File: config.mk
export PLATFORM = sky130hd
export DESIGN_NAME = ball_motion
export DESIGN_NICKNAME = d
export VERILOG_FILES = /design/src/rtl/ball_motion.sv
export SDC_FILE = /design/constraint.sdc
export NUM_CORES = 1
export LEC_CHECK = 0
export CORE_MARGIN = 2
export CORE_UTILIZATION = 28
export DETAILED_ROUTE_END_ITERATION = 10
export PLACE_DENSITY = 0.54
export SLEW_MARGIN = 25
export SYNTH_ARGS = -nofsm -noshare
export SYNTH_HDL_FRONTEND = slang
export SYNTH_SLANG_ARGS = --single-unit
export TNS_END_PERCENT = 20
File: constraint.sdc
create_clock -name clk -period 3.4 [get_ports clk]
set_clock_uncertainty 0.1 [all_clocks]
set_input_delay 0.51 -clock clk [delete_from_list [all_inputs] [get_ports clk]]
set_output_delay 0.51 -clock clk [all_outputs]
set_load 0.1 [all_outputs]
File: src/rtl/ball_motion.sv
// rtl/ball_motion.sv - per-frame ball physics and collision unit
// Collisions are latched pixel-accurately during the scan and applied once per frame at the update line.
module ball_motion #(
   parameter int BALL_SIZE    = 6,
   parameter int PADDLE_WIDTH = 31,
   parameter int SERVE_X      = 128,
   parameter int SERVE_Y      = 180,
   parameter int TOP_Y        = 16,
   parameter int MISS_Y       = 232,
   parameter int UPDATE_LINE  = 240,
   parameter int SERVE_FRAMES = 60
) (
   input  logic       clk,
   input  logic       reset,
   input  logic [8:0] hpos,
   input  logic [8:0] vpos,
   input  logic       ball_gfx,
   input  logic       paddle_gfx,
   input  logic       brick_gfx,
   input  logic       brick_present,
   input  logic [6:0] brick_index,
   input  logic       lr_border,
   input  logic [8:0] paddle_pos,
   input  logic       lives_zero,
   output logic [8:0] ball_x,
   output logic [8:0] ball_y,
   output logic       ball_dir_x,
   output logic       ball_dir_y,
   output logic       ball_speed_x,
   output logic       brick_clr,
   output logic [6:0] brick_clr_index,
   output logic       incscore,
   output logic       declives,
   output logic       in_play
);

   localparam int            CW         = $clog2(SERVE_FRAMES);
   localparam logic [CW-1:0] LAST_SERVE = CW'(SERVE_FRAMES - 1);
   localparam logic [8:0]    SX         = 9'(SERVE_X);
   localparam logic [8:0]    SY         = 9'(SERVE_Y);
   localparam logic [8:0]    TY         = 9'(TOP_Y);
   localparam logic [8:0]    MY         = 9'(MISS_Y);
   localparam logic [8:0]    UL         = 9'(UPDATE_LINE);

   // The three paddle zones (rel 0-7, 8-23, 24+) need a paddle at least 24 pixels wide.
   if (BALL_SIZE < 1 || PADDLE_WIDTH < 24) begin : g_bad_geometry
      $error("ball_motion: unsupported BALL_SIZE/PADDLE_WIDTH");
   end

   typedef enum logic {SERVE, PLAY} state_t;

   state_t        state, state_nx;
   logic [CW-1:0] cnt, cnt_nx;
   logic          upd;
   logic          hit_x, hit_paddle, hit_brick;
   logic [8:0]    rel;
   logic [6:0]    hit_idx;
   logic [8:0]    x_nx, y_nx;
   logic          dx_nx, dy_nx, sp_nx;
   logic          clr_nx, dec_nx;

   assign upd     = (vpos == UL) && (hpos == 9'd0);
   assign in_play = (state == PLAY);

   always_ff @(posedge clk or negedge reset) begin
      if (!reset) state <= SERVE;
      else        state <= state_nx;
   end

   always_comb begin
      state_nx = state;
      cnt_nx   = cnt;
      x_nx     = ball_x;
      y_nx     = ball_y;
      dx_nx    = ball_dir_x;
      dy_nx    = ball_dir_y;
      sp_nx    = ball_speed_x;
      clr_nx   = 1'b0;
      dec_nx   = 1'b0;
      if (upd) begin
         case (state)
            SERVE: begin
               // With no lives left the counter parks at its last value until play can resume.
               if (cnt == LAST_SERVE) begin
                  if (!lives_zero) begin
                     state_nx = PLAY;
                     cnt_nx   = '0;
                     dy_nx    = 1'b0;
                  end
               end else begin
                  cnt_nx = cnt + CW'(1);
               end
            end
            PLAY: begin
               if (hit_x) dx_nx = ~ball_dir_x;
               if (hit_paddle) begin
                  dy_nx = 1'b0;
                  dx_nx = (rel >= 9'd16);
                  sp_nx = (rel < 9'd8) || (rel >= 9'd24);
               end else if (hit_brick) begin
                  dy_nx = ~ball_dir_y;
               end
               if (ball_y <= TY) dy_nx = 1'b1;
               x_nx   = dx_nx ? ball_x + {7'd0, sp_nx, ~sp_nx} : ball_x - {7'd0, sp_nx, ~sp_nx};
               y_nx   = dy_nx ? ball_y + 9'd2 : ball_y - 9'd2;
               clr_nx = hit_brick;
               if (ball_y >= MY && !hit_paddle) begin
                  dec_nx   = 1'b1;
                  state_nx = SERVE;
                  x_nx     = SX;
                  y_nx     = SY;
               end
            end
            default: ;
         endcase
      end
   end

   always_ff @(posedge clk or negedge reset) begin
      if (!reset) begin
         cnt             <= '0;
         ball_x          <= SX;
         ball_y          <= SY;
         ball_dir_x      <= 1'b1;
         ball_dir_y      <= 1'b0;
         ball_speed_x    <= 1'b0;
         brick_clr       <= 1'b0;
         incscore        <= 1'b0;
         declives        <= 1'b0;
         brick_clr_index <= '0;
      end else begin
         cnt          <= cnt_nx;
         ball_x       <= x_nx;
         ball_y       <= y_nx;
         ball_dir_x   <= dx_nx;
         ball_dir_y   <= dy_nx;
         ball_speed_x <= sp_nx;
         brick_clr    <= clr_nx;
         incscore     <= clr_nx;
         declives     <= dec_nx;
         if (clr_nx) brick_clr_index <= hit_idx;
      end
   end

   // Only the first paddle pixel and the first brick pixel of a frame are captured.
   always_ff @(posedge clk or negedge reset) begin
      if (!reset) begin
         hit_x      <= 1'b0;
         hit_paddle <= 1'b0;
         hit_brick  <= 1'b0;
         rel        <= '0;
         hit_idx    <= '0;
      end else if (upd) begin
         hit_x      <= 1'b0;
         hit_paddle <= 1'b0;
         hit_brick  <= 1'b0;
      end else if (state == PLAY) begin
         if (ball_gfx && lr_border) hit_x <= 1'b1;
         if (ball_gfx && paddle_gfx && !hit_paddle) begin
            hit_paddle <= 1'b1;
            rel        <= hpos - paddle_pos;
         end
         if (ball_gfx && brick_gfx && brick_present && !lr_border && !hit_brick) begin
            hit_brick <= 1'b1;
            hit_idx   <= brick_index;
         end
      end
   end

endmodule

==> flow_metrics.tcl <==
set metrics [dict create \
    cts_tree "done" \
    timing.rr.start "rel[7]$_DFFE_PN0P_" \
    dp.cells 545 \
    io_buffers 72 \
    ys_warn_count 0 \
    die_w_um 111 \
    grt_pass1_vias 2684 \
    grt_overflow 0 \
    track_usage_pct 12.3 \
    worstMarginPinSlew_ps 983 \
    initial_core_util_pct 28.3 \
    path_buf_inv 2 \
    grt_pass1_wl_um 12700 \
    num_rows 39 \
    detail_route.iter0.violations 144 \
    drt_first_pass_iters 4 \
    dr_total_vias 2614 \
    drt_wl_total_um 7520 \
    gp_congestion 0.771 \
    drt.antenna.violating_nets 0 \
    total_power_mw 1.25 \
    post-route-min-period_ps 3200 \
    drive_above_1_share_pct 16.3 \
    synth.area.mux_share_pct 6.44 \
    antenna_found_initial 0 \
    min_path_type "primary input to asynchronous set/reset pin" \
    die_h_um 111 \
    pin_count 74 \
    synthArstFlopShare_pct 100 \
    drcViolationCount 0 \
    synth_flop_cell "dfrtp_1" \
    ys_ff_latch 52 \
    yosys.area_share.simple_pct 15.0 \
    yosys.area.top_type "dfrtp_1" \
    fmax_mhz 313 \
    finalCritPeriodShare_pct 94.0 \
    crit_path_end_kind "flip-flop" \
    layout_commonest_cell "clkdlybuf4s50_1" \
    diodes 0 \
    layout.cells.non_filler 553 \
    path_class "flip-flop to flip-flop" \
    slew_violations 0 \
    setup_tns_ps 0 \
    synth_edf_count 0 \
    path_clk_slew_ps 70 \
    status "finished clean" \
    worstRegToRegCells 13 \
    cp_slowest_cell "or4_1" \
    synth_adder_area_share_pct 10.8 \
    cp.required_ps 3480 \
    grt_max_degree 30 \
    synth_top_family_by_area "compound AO/OA/AOI/OAI gates" \
    insertion_delay_ps 290 \
    nNetsFinal 477 \
    hold_buffers 0 \
    root_buffer "clkbuf_16" \
    dp_hpwl_um 5790 \
    fp.dieArea_mm2 0.0123 \
    finalHoldViolCount 0 \
    start_kind "flip-flop" \
    leakagePower_nw 2.02 \
    synth_compound_gate_area_share_pct 17.1 \
    reg2reg_to "ball_x[8]$_DFFE_PN0P_" \
    max_stage_delay_ps 570 \
    mostFrequentLayoutCells "50 x clkdlybuf4s50_1, 46 x dfrtp_1, 31 x nand2_1" \
    ir_drop_mv 0.259 \
    netlist_instances 333 \
    syn2layout_area_growth_pct 31.0 \
    crit_path_frequent_cell "inv_1" \
    ys_seq_area_share_pct 40.8 \
    syn_nets 401 \
    post_drt_wl_per_cell_um 13.6 \
    cp_cell_sequence "or4_1 > nor3_2 > nor2_1 > inv_1 > ha_1 > inv_1 > fa_1 > nor2b_2 > o2111ai_1 > and3_1 > o32ai_2 > o21ai_0 > a22o_1" \
    yosysTopAreaCellShare_pct 35.9 \
    path_delay_family "simple AND/OR/NAND/NOR gates" \
    maxCapViolations 0 \
    via_per_inst 4.73 \
    core_area_mm2 0.0113 \
    h-tree-depth 2 \
    relSlewSlack_pct 34.2 \
    synth_area_leaders "dfrtp_1 36%, ha_1 9.0%, dfstp_2 4.9%" \
    ys_types 52 \
    finalSetupViolCount 0 \
    ff2ff_setup_slack_ps 200 \
    crit_arrival_ps 3270 \
    synth_area_mm2 0.00321 \
    powerDensity_mw_per_mm2 297 \
    clockBufferDepth 2 \
    post_synth.cell_area_avg_um2 9.63 \
    synthXorXnorAreaFrac_pct 4.37 \
    cts_buffers 5 \
    cts.sinks 52 \
    crit_fanout 3 \
]
-- worst reg2reg max path: stages, from the launching register on --
cell       delay, ps
dfrtp_1          380
or4_1            570
nor3_2           170
nor2_1            70
inv_1             60
ha_1             160
inv_1             50
fa_1             390
nor2b_2          160
o2111ai_1        150
and3_1           190
o32ai_2          280
o21ai_0          130
a22o_1           220
-- metal layers --
metal / routed length, um / global-route usage [%] / vias to the layer above
met5: 0 / 0 / -
met4: 73 / 3.21 / 0
met3: 444 / 3.01 / 4
met2: 3600 / 21.2 / 61
met1: 3390 / 15.6 / 1214
li1: - / - / 1335
-- cell usage after synthesis (6+ instances only) --
cell type,n
o21ai_0,29
a31oi_1,8
o31ai_1,8
dfrtp_1,46
dfstp_2,6
a21oi_1,14
nor2_1,24
nand2_1,31
ha_1,23
xnor2_1,11
inv_1,29
mux2_2,9
mux2_4,7
nor2b_1,6
-- state kept, by name, summed over array words and instances (netlist names) --
name,count
ball_x,9
ball_y,8
brick_clr_index,7
hit_idx,7
cnt,6
rel,6
ball_dir_x,1
ball_dir_y,1
ball_speed_x,1
declives,1
hit_brick,1
hit_paddle,1
hit_x,1
in_play,1
incscore,1
-- cell families after synthesis --
kind of cell / after synthesis
buffers and inverters: 39
other: 1
and+or+nand+nor: 97
muxes: 16
AOI/OAI and AO/OA: 86
adders and majority gates: 26
DFF: 52
xor gates and xnor gates: 16
-- power by group --
| group | internal (mW) | total [mW] | switching, mW |
|---|---|---|---|
| registers | 0.618 | 0.618 | 0.0000125 |
| clock network | 0.276 | 0.508 | 0.232 |
| logic | 0.0669 | 0.121 | 0.0537 |
| total | 0.961 | 1.25 | 0.286 |
-- through the flow --
stage	hold WS, ps	setup WS, ps	cell area, um2	util (%)
global route	185	-81.4	4200	37.1
CTS	167	191	4190	37.0
global placement	361	270	4040	35.7
detailed placement	371	205	4040	35.7
finish	143	204	4200	37.1
floorplan	114	53.1	3210	-
-- timing repair --
action,CTS,global route
resized for setup,0,3
buffers inserted,0,0
setup endpoints to repair,0,1
-- final cells by class --
type	count	area (um2)
inverters	29	109
multi-input cells	242	1740
clock inverters	3	22.5
well taps	143	179
repair buffers	79	716
clock buffers	5	125
fillers	1170	7120
flip-flops and latches	52	1310
-- how the worst max path moves through the flow --
stage,end,start,cells past startpoint
after floorplan,ball_y[7]$_DFFE_PN1P_,ball_y[1]$_DFFE_PN0P_,10
after global placement,ball_x[8]$_DFFE_PN0P_,rel[7]$_DFFE_PN0P_,13
after detailed placement,ball_x[8]$_DFFE_PN0P_,rel[7]$_DFFE_PN0P_,13
after CTS,ball_x[8]$_DFFE_PN0P_,rel[7]$_DFFE_PN0P_,13
after global routing,ball_x[8]$_DFFE_PN0P_,rel[7]$_DFFE_PN0P_,13
final,ball_x[8]$_DFFE_PN0P_,rel[7]$_DFFE_PN0P_,13
(Power assumes the default switching activity.)
